`src/rtl/fpu_issue.sv`:
```
// rtl/fpu_issue.sv - issue sequencer between a request/response port and a multi-cycle FPU
// Optional macro FPU_ISSUE_TIMEOUT_EN adds a WAIT watchdog that returns resp_err=1, resp_data=0.
module fpu_issue #(
    parameter int LOG_BIT = 5,
    parameter int EXP_BIT = 8,
    parameter int N_BIT   = 1 << LOG_BIT,
    parameter int TIMEOUT = 64
) (
    input  logic             clk,
    input  logic             rst,
    input  logic             req_valid,
    output logic             req_ready,
    input  logic [N_BIT-1:0] req_a,
    input  logic [N_BIT-1:0] req_b,
    input  logic [1:0]       req_op,
    output logic             resp_valid,
    input  logic             resp_ready,
    output logic [N_BIT-1:0] resp_data,
    output logic             resp_err,
    output logic [N_BIT-1:0] fpu_a,
    output logic [N_BIT-1:0] fpu_b,
    output logic [1:0]       fpu_op,
    input  logic [N_BIT-1:0] fpu_out,
    input  logic             fpu_ready
);

    typedef enum logic [1:0] {S_IDLE, S_EXEC, S_WAIT, S_RESP} state_t;

    localparam logic [1:0] OP_MUL  = 2'b10;
    localparam logic [1:0] OP_IDLE = 2'b11;

    state_t           r_state;
    state_t           w_next;
    logic [N_BIT-1:0] r_a;
    logic [N_BIT-1:0] r_b;
    logic [N_BIT-1:0] r_data;
    logic [1:0]       r_op;
    logic             w_accept;
    logic             w_capture;
    logic             w_expire;

    // Format parameters describe the attached FPU; the sequencer never looks inside operands.
    logic w_unused_cfg;
    assign w_unused_cfg = (EXP_BIT >= N_BIT) | (TIMEOUT < 1);

`ifdef FPU_ISSUE_TIMEOUT_EN
    localparam int CNT_W = $clog2(TIMEOUT + 1);
    logic [CNT_W-1:0] r_cnt;
    logic             r_err;
`endif

    always_ff @(posedge clk or posedge rst) begin
        if (rst) begin
            r_state <= S_IDLE;
        end else begin
            r_state <= w_next;
        end
    end

    always_comb begin
        w_next     = r_state;
        w_accept   = 1'b0;
        w_capture  = 1'b0;
        w_expire   = 1'b0;
        req_ready  = 1'b0;
        resp_valid = 1'b0;
        fpu_op     = OP_IDLE;
        case (r_state)
            S_IDLE: begin
                req_ready = 1'b1;
                if (req_valid) begin
                    w_accept = 1'b1;
                    w_next   = S_EXEC;
                end
            end
            S_EXEC: begin
                fpu_op = r_op;
                // fpu_ready may still be high from the previous multiply, so never trust it here.
                if (r_op == OP_MUL) begin
                    w_next = S_WAIT;
                end else begin
                    w_capture = 1'b1;
                    w_next    = S_RESP;
                end
            end
            S_WAIT: begin
                fpu_op = r_op;
                if (fpu_ready) begin
                    w_capture = 1'b1;
                    w_next    = S_RESP;
                end
`ifdef FPU_ISSUE_TIMEOUT_EN
                else if (r_cnt == CNT_W'(TIMEOUT - 1)) begin
                    w_expire = 1'b1;
                    w_next   = S_RESP;
                end
`endif
            end
            S_RESP: begin
                resp_valid = 1'b1;
                if (resp_ready) begin
                    w_next = S_IDLE;
                end
            end
            default: w_next = S_IDLE;
        endcase
    end

    always_ff @(posedge clk or posedge rst) begin
        if (rst) begin
            r_a    <= '0;
            r_b    <= '0;
            r_op   <= OP_IDLE;
            r_data <= '0;
        end else begin
            if (w_accept) begin
                r_a  <= req_a;
                r_b  <= req_b;
                r_op <= req_op;
            end
            if (w_capture) begin
                r_data <= fpu_out;
            end else if (w_expire) begin
                r_data <= '0;
            end
        end
    end

`ifdef FPU_ISSUE_TIMEOUT_EN
    always_ff @(posedge clk or posedge rst) begin
        if (rst) begin
            r_cnt <= '0;
            r_err <= 1'b0;
        end else begin
            if (r_state == S_EXEC) begin
                r_cnt <= '0;
            end else if (r_state == S_WAIT) begin
                r_cnt <= r_cnt + 1'b1;
            end
            if (w_capture) begin
                r_err <= 1'b0;
            end else if (w_expire) begin
                r_err <= 1'b1;
            end
        end
    end

    assign resp_err = r_err;
`else
    assign resp_err = 1'b0;
`endif

    assign resp_data = r_data;
    assign fpu_a     = r_a;
    assign fpu_b     = r_b;

endmodule

```
`config.mk`:
```
export PLATFORM = sky130hd
export DESIGN_NAME = fpu_issue
export DESIGN_NICKNAME = d
export VERILOG_FILES = /design/src/rtl/fpu_issue.sv
export SDC_FILE = /design/constraint.sdc
export NUM_CORES = 1
export LEC_CHECK = 0
export CORE_MARGIN = 1.5
export CORE_UTILIZATION = 40
export DETAILED_ROUTE_END_ITERATION = 6
export PLACE_DENSITY_LB_ADDON = 0.25
export SLEW_MARGIN = 20
export SYNTH_ARGS = -nofsm -noshare
export SYNTH_HDL_FRONTEND = slang
export SYNTH_SLANG_ARGS = --single-unit
```
`constraint.sdc`:
```
create_clock -name clk -period 3.7 [get_ports clk]
set_input_delay 0.74 -clock clk [delete_from_list [all_inputs] [get_ports clk]]
set_output_delay 0.74 -clock clk [all_outputs]
set_load 0.01 [all_outputs]
```
==> qor_table.md <==
| Item | Value | Unit |
|---|---|---|
| Avg Vias per Cell | 4.590 | - |
| Post-synthesis adder-cell area fraction | 0.01259 | - |
| Leading post-synthesis cells by instance count | sky130_fd_sc_hd__dfrtp_1, sky130_fd_sc_hd__mux2_2, sky130_fd_sc_hd__mux2_4, sky130_fd_sc_hd__buf_2, sky130_fd_sc_hd__ha_1 | - |
| Most common cell in the netlist | sky130_fd_sc_hd__dfrtp_1 | - |
| Dominant cells by area after synthesis | sky130_fd_sc_hd__dfrtp_1, sky130_fd_sc_hd__mux2_2, sky130_fd_sc_hd__mux2_4 | - |
| Primary flip-flop cell chosen by synthesis mapping | sky130_fd_sc_hd__dfrtp_1 | - |
| Die area | 10,540 | µm² |
| Min-delay worst type | reg -> reg | - |
| Simple-gate area share of the yosys netlist | 0.01637 | - |
| Multiplexer share of the synthesized area | 0.3113 | - |
| Beginning of the worst register-to-register path | r_state[1] | - |
| Chip Width | 102.7 | µm |
| Sink of the worst hold path | fpu_b[26] | - |
| Fill cell instance count of the final layout | 710 | - |
| Largest net degree at the start of global routing | 55 | - |
| Critical-path maximum fanout | 5 | - |
| Compound-gate portion of the synthesized area | 0.006610 | - |
| Number of placement rows | 36 | - |
| Aggregate routed wire length | 9070 | µm |
| Antenna cell count | 0 | - |
| I/O pin cnt | 204 | - |
| Aggregate global routing overflow | 0 | - |
| Hold violation count in the final report | 0 | - |
| Number of synthesized register bits | 100 | - |
| Initial antenna violation count | 0 | - |
| Proportion of power drawn by flip-flops and latches | 0.351 | - |
| Start point of the worst hold path | fpu_b[26] | - |
| Fraction of the core area covered by cells at the end of the flow | 0.6567 | - |
| Part of the total power dissipated in the clock network | 0.132 | - |
| Total number of nets in the final design | 544 | - |
| Main combinational cell family by area after synthesis | multiplexers | - |
| Overall global routing resource usage | 0.1689 | - |
| Post-route clock period utilization | 0.7243 | - |
| Required time of the critical path | 2.96 | ns |
| Post-detailed-route wirelength per cell | 15.77 | µm |
| Library cell occupying the most area in the post-synthesis netlist | sky130_fd_sc_hd__dfrtp_1 | - |
| Post-synth cell types | 21 | - |
| Internal power contribution | 3.934 | mW |
| Reg2reg setup slack | 1.60 | ns |
| Number of warnings issued by yosys | 0 | - |
| Largest clock skew in the final design | 0.009759 | ns |
| Category of the worst setup path launch point | register | - |
| Area of the core region | 9684 | µm² |
| Die Y-Extent | 102.7 | µm |
| H-Tree Depth | 3 | - |
| Crit path time final | 2.680 | ns |
| Share of layout cells above drive strength 1 | 0.2783 | - |
| Number of nets produced by synthesis | 339 | - |
| Cell area after synthesis | 3975 | µm² |
| First-pass GRT wire length | 13,580 | µm |
| Top cell type's share of synthesized area | 0.6169 | - |
| Gate count of the mapped netlist | 232 | - |
| Max Clock Freq | 373.1 | MHz |
| Number of design rule violations left after detail routing | 0 | - |
| Number of DRC markers in iteration 0 | 35 | - |
| Transition time at the pin with the least slew margin | 0.6760 | ns |
| Share of synthesized registers carrying an async set or reset | 1.000 | - |
| Type of the worst setup path | reg -> out | - |
| Antenna-violating nets left | 0 | - |
| Area growth from synthesis to final layout | 59.99 | % |
| Net Sw Frac | 0.2968 | - |
| Synth Area in XOR/XNOR | 0 | - |
| Via count of the first global-routing pass | 2,771 | - |
| Avg Cell Area, Syn | 17.13 | µm² |
| Clock net sink count | 100 | - |
| RSZ-0062 raised after global routing | no | - |
| Reg clk slew, reported paths | 0.09 | ns |
| Post-CTS repair timing setup buffer count | 0 | - |
| Endpoint class of the critical path | output pin | - |
| Hold Path Cell Cnt | 1 | - |
| Clock latency of the later-clocked register in the worst-skew pair | 0.35 | ns |
| Count of port buffers added during placement | 202 | - |
| Static leakage power | 2.699 | nW |
| Number of violations of the max-capacitance limit | 0 | - |
| Power density over cell area | 879.6 | nW/µm² |
| Max-slew violation count | 0 | - |
| Sequential element share of the synthesized area | 0.6302 | - |
| Reg-to-Reg End | resp_data[26] | - |
| Via count | 2,639 | - |
| Net switching power | 1.660 | mW |
| Number of CTS-inserted buffers | 9 | - |
| Number of buffers inserted by hold repair at cts | 0 | - |
| Number of gates resized after cts | 0 | - |
| Detailed Place HPWL | 6734 | µm |
| Worst slew slack as a fraction of its limit | 0.5494 | - |
| Hold Slack | 0.5114 | ns |
| Worst IR drop on VDD | 0.3979 | mV |
| Accumulated negative setup slack | 0 | ns |
| Root Buffer Master | sky130_fd_sc_hd__clkbuf_8 | - |
| Count of flip-flops with a built-in enable after synthesis | 0 | - |
| Setup Viol. Count Final | 0 | - |
| Result of the run | completed | - |
| TritonCTS clock tree | built | - |
| Critical Path AT | 1.94 | ns |
| Bufs on Longest Clock Path | 2 | - |
| FF-to-FF path depth | 5 | - |
| First-pass DRT Iterations | 4 | - |
| Starting density of the core | 0.4105 | - |
| Combinational fraction of design power | 0.517 | - |
| Final GP Congestion | 0.7259 | - |
-- worst max-delay path, stage by stage, from the launching register on --
cell	delay, ns
sky130_fd_sc_hd__dfrtp_1	0.42
sky130_fd_sc_hd__inv_1	0.09
sky130_fd_sc_hd__ha_1	0.36
sky130_fd_sc_hd__or2b_1	0.24
sky130_fd_sc_hd__clkdlybuf4s50_1	0.49
-- area by class of cell --
| cell class | instances | area, µm² | share of cell area |
|---|---|---|---|
| multi-input cells | 118 | 1385 | 0.2178 |
| well taps | 133 | 166.4 | 0.02617 |
| repair buffers | 205 | 2069 | 0.3254 |
| clock buffers | 12 | 165.2 | 0.02597 |
| clock inverters | 4 | 55.05 | 0.008656 |
| flip-flops and latches | 100 | 2505 | 0.3939 |
| inverters | 3 | 13.76 | 0.002164 |
-- layer usage --
layer,share of wire,global-route usage,up-vias
li1,-,-,1213
met1,0.40,0.2060,1290
met2,0.49,0.2807,125
met3,0.087,0.05017,11
met4,0.018,0.07060,0
met5,0,0,-
-- cell usage in the layout (no fill, tap or decap), types with 2 or more instances in the layout --
cell	n
sky130_fd_sc_hd__nand2b_1	2
sky130_fd_sc_hd__clkdlybuf4s50_1	202
sky130_fd_sc_hd__ha_1	4
sky130_fd_sc_hd__buf_12	2
sky130_fd_sc_hd__dfstp_2	2
sky130_fd_sc_hd__mux2_4	30
sky130_fd_sc_hd__mux2_2	69
sky130_fd_sc_hd__dfrtp_1	98
sky130_fd_sc_hd__inv_1	2
sky130_fd_sc_hd__clkbuf_8	12
sky130_fd_sc_hd__nor2b_1	3
-- sequential cells by signal, summed over array words and instances (netlist names) --
register and count:
fpu_a 32, resp_data 32, r_op 2, r_state 2
fpu_b 32
-- cells by family (layout without fill, tap and decap cells) --
logic type               Yosys count  count (layout)
flip-flops                       100             100
AO/OA/AOI/OAI                      2               2
AND/OR/NAND/NOR                   11              11
buffers and inverters             14             224
other                              1               1
multiplexers                     100             100
adder cells (fa/ha/maj)            4               4
-- worst max-delay path by stage --
| stage | start | endpoint | slack, ns | depth (start not counted) |
|---|---|---|---|---|
| after floorplan | rst | fpu_a[0] | 0.34 | 1 |
| after global placement | req_valid | fpu_a[4] | 1.25 | 4 |
| after detailed placement | req_valid | fpu_a[0] | 1.18 | 4 |
| after CTS | r_state[1] | fpu_op[1] | 0.99 | 4 |
| after global routing | r_state[0] | fpu_op[1] | 0.92 | 4 |
| final | r_state[1] | fpu_op[1] | 1.02 | 4 |
-- per-stage QoR --
stage / area, µm² / std cells / setup slack (ns) / power [mW]
CTS: 6360 / 575 / 0.9900 / 5.673
finish: 6360 / 575 / 1.020 / 5.594
detailed placement: 6140 / 559 / 1.183 / 4.909
global route: 6360 / 575 / 0.9177 / 5.932
global placement: 6140 / 559 / 1.254 / 4.840
floorplan: 3975 / 232 / 0.3445 / 3.464
-- power groups by stage --
stage	Sequential [mW]	Combinational (mW)	Clock, mW
3_5_place_dp	1.99	2.92	0
6_report	1.96	2.89	0.737
5_1_grt	2.03	3.09	0.809
2_1_floorplan	2.22	1.24	0
3_3_place_gp	1.96	2.88	0
4_1_cts	1.97	2.94	0.766
Power figures use the tool's default switching activity.
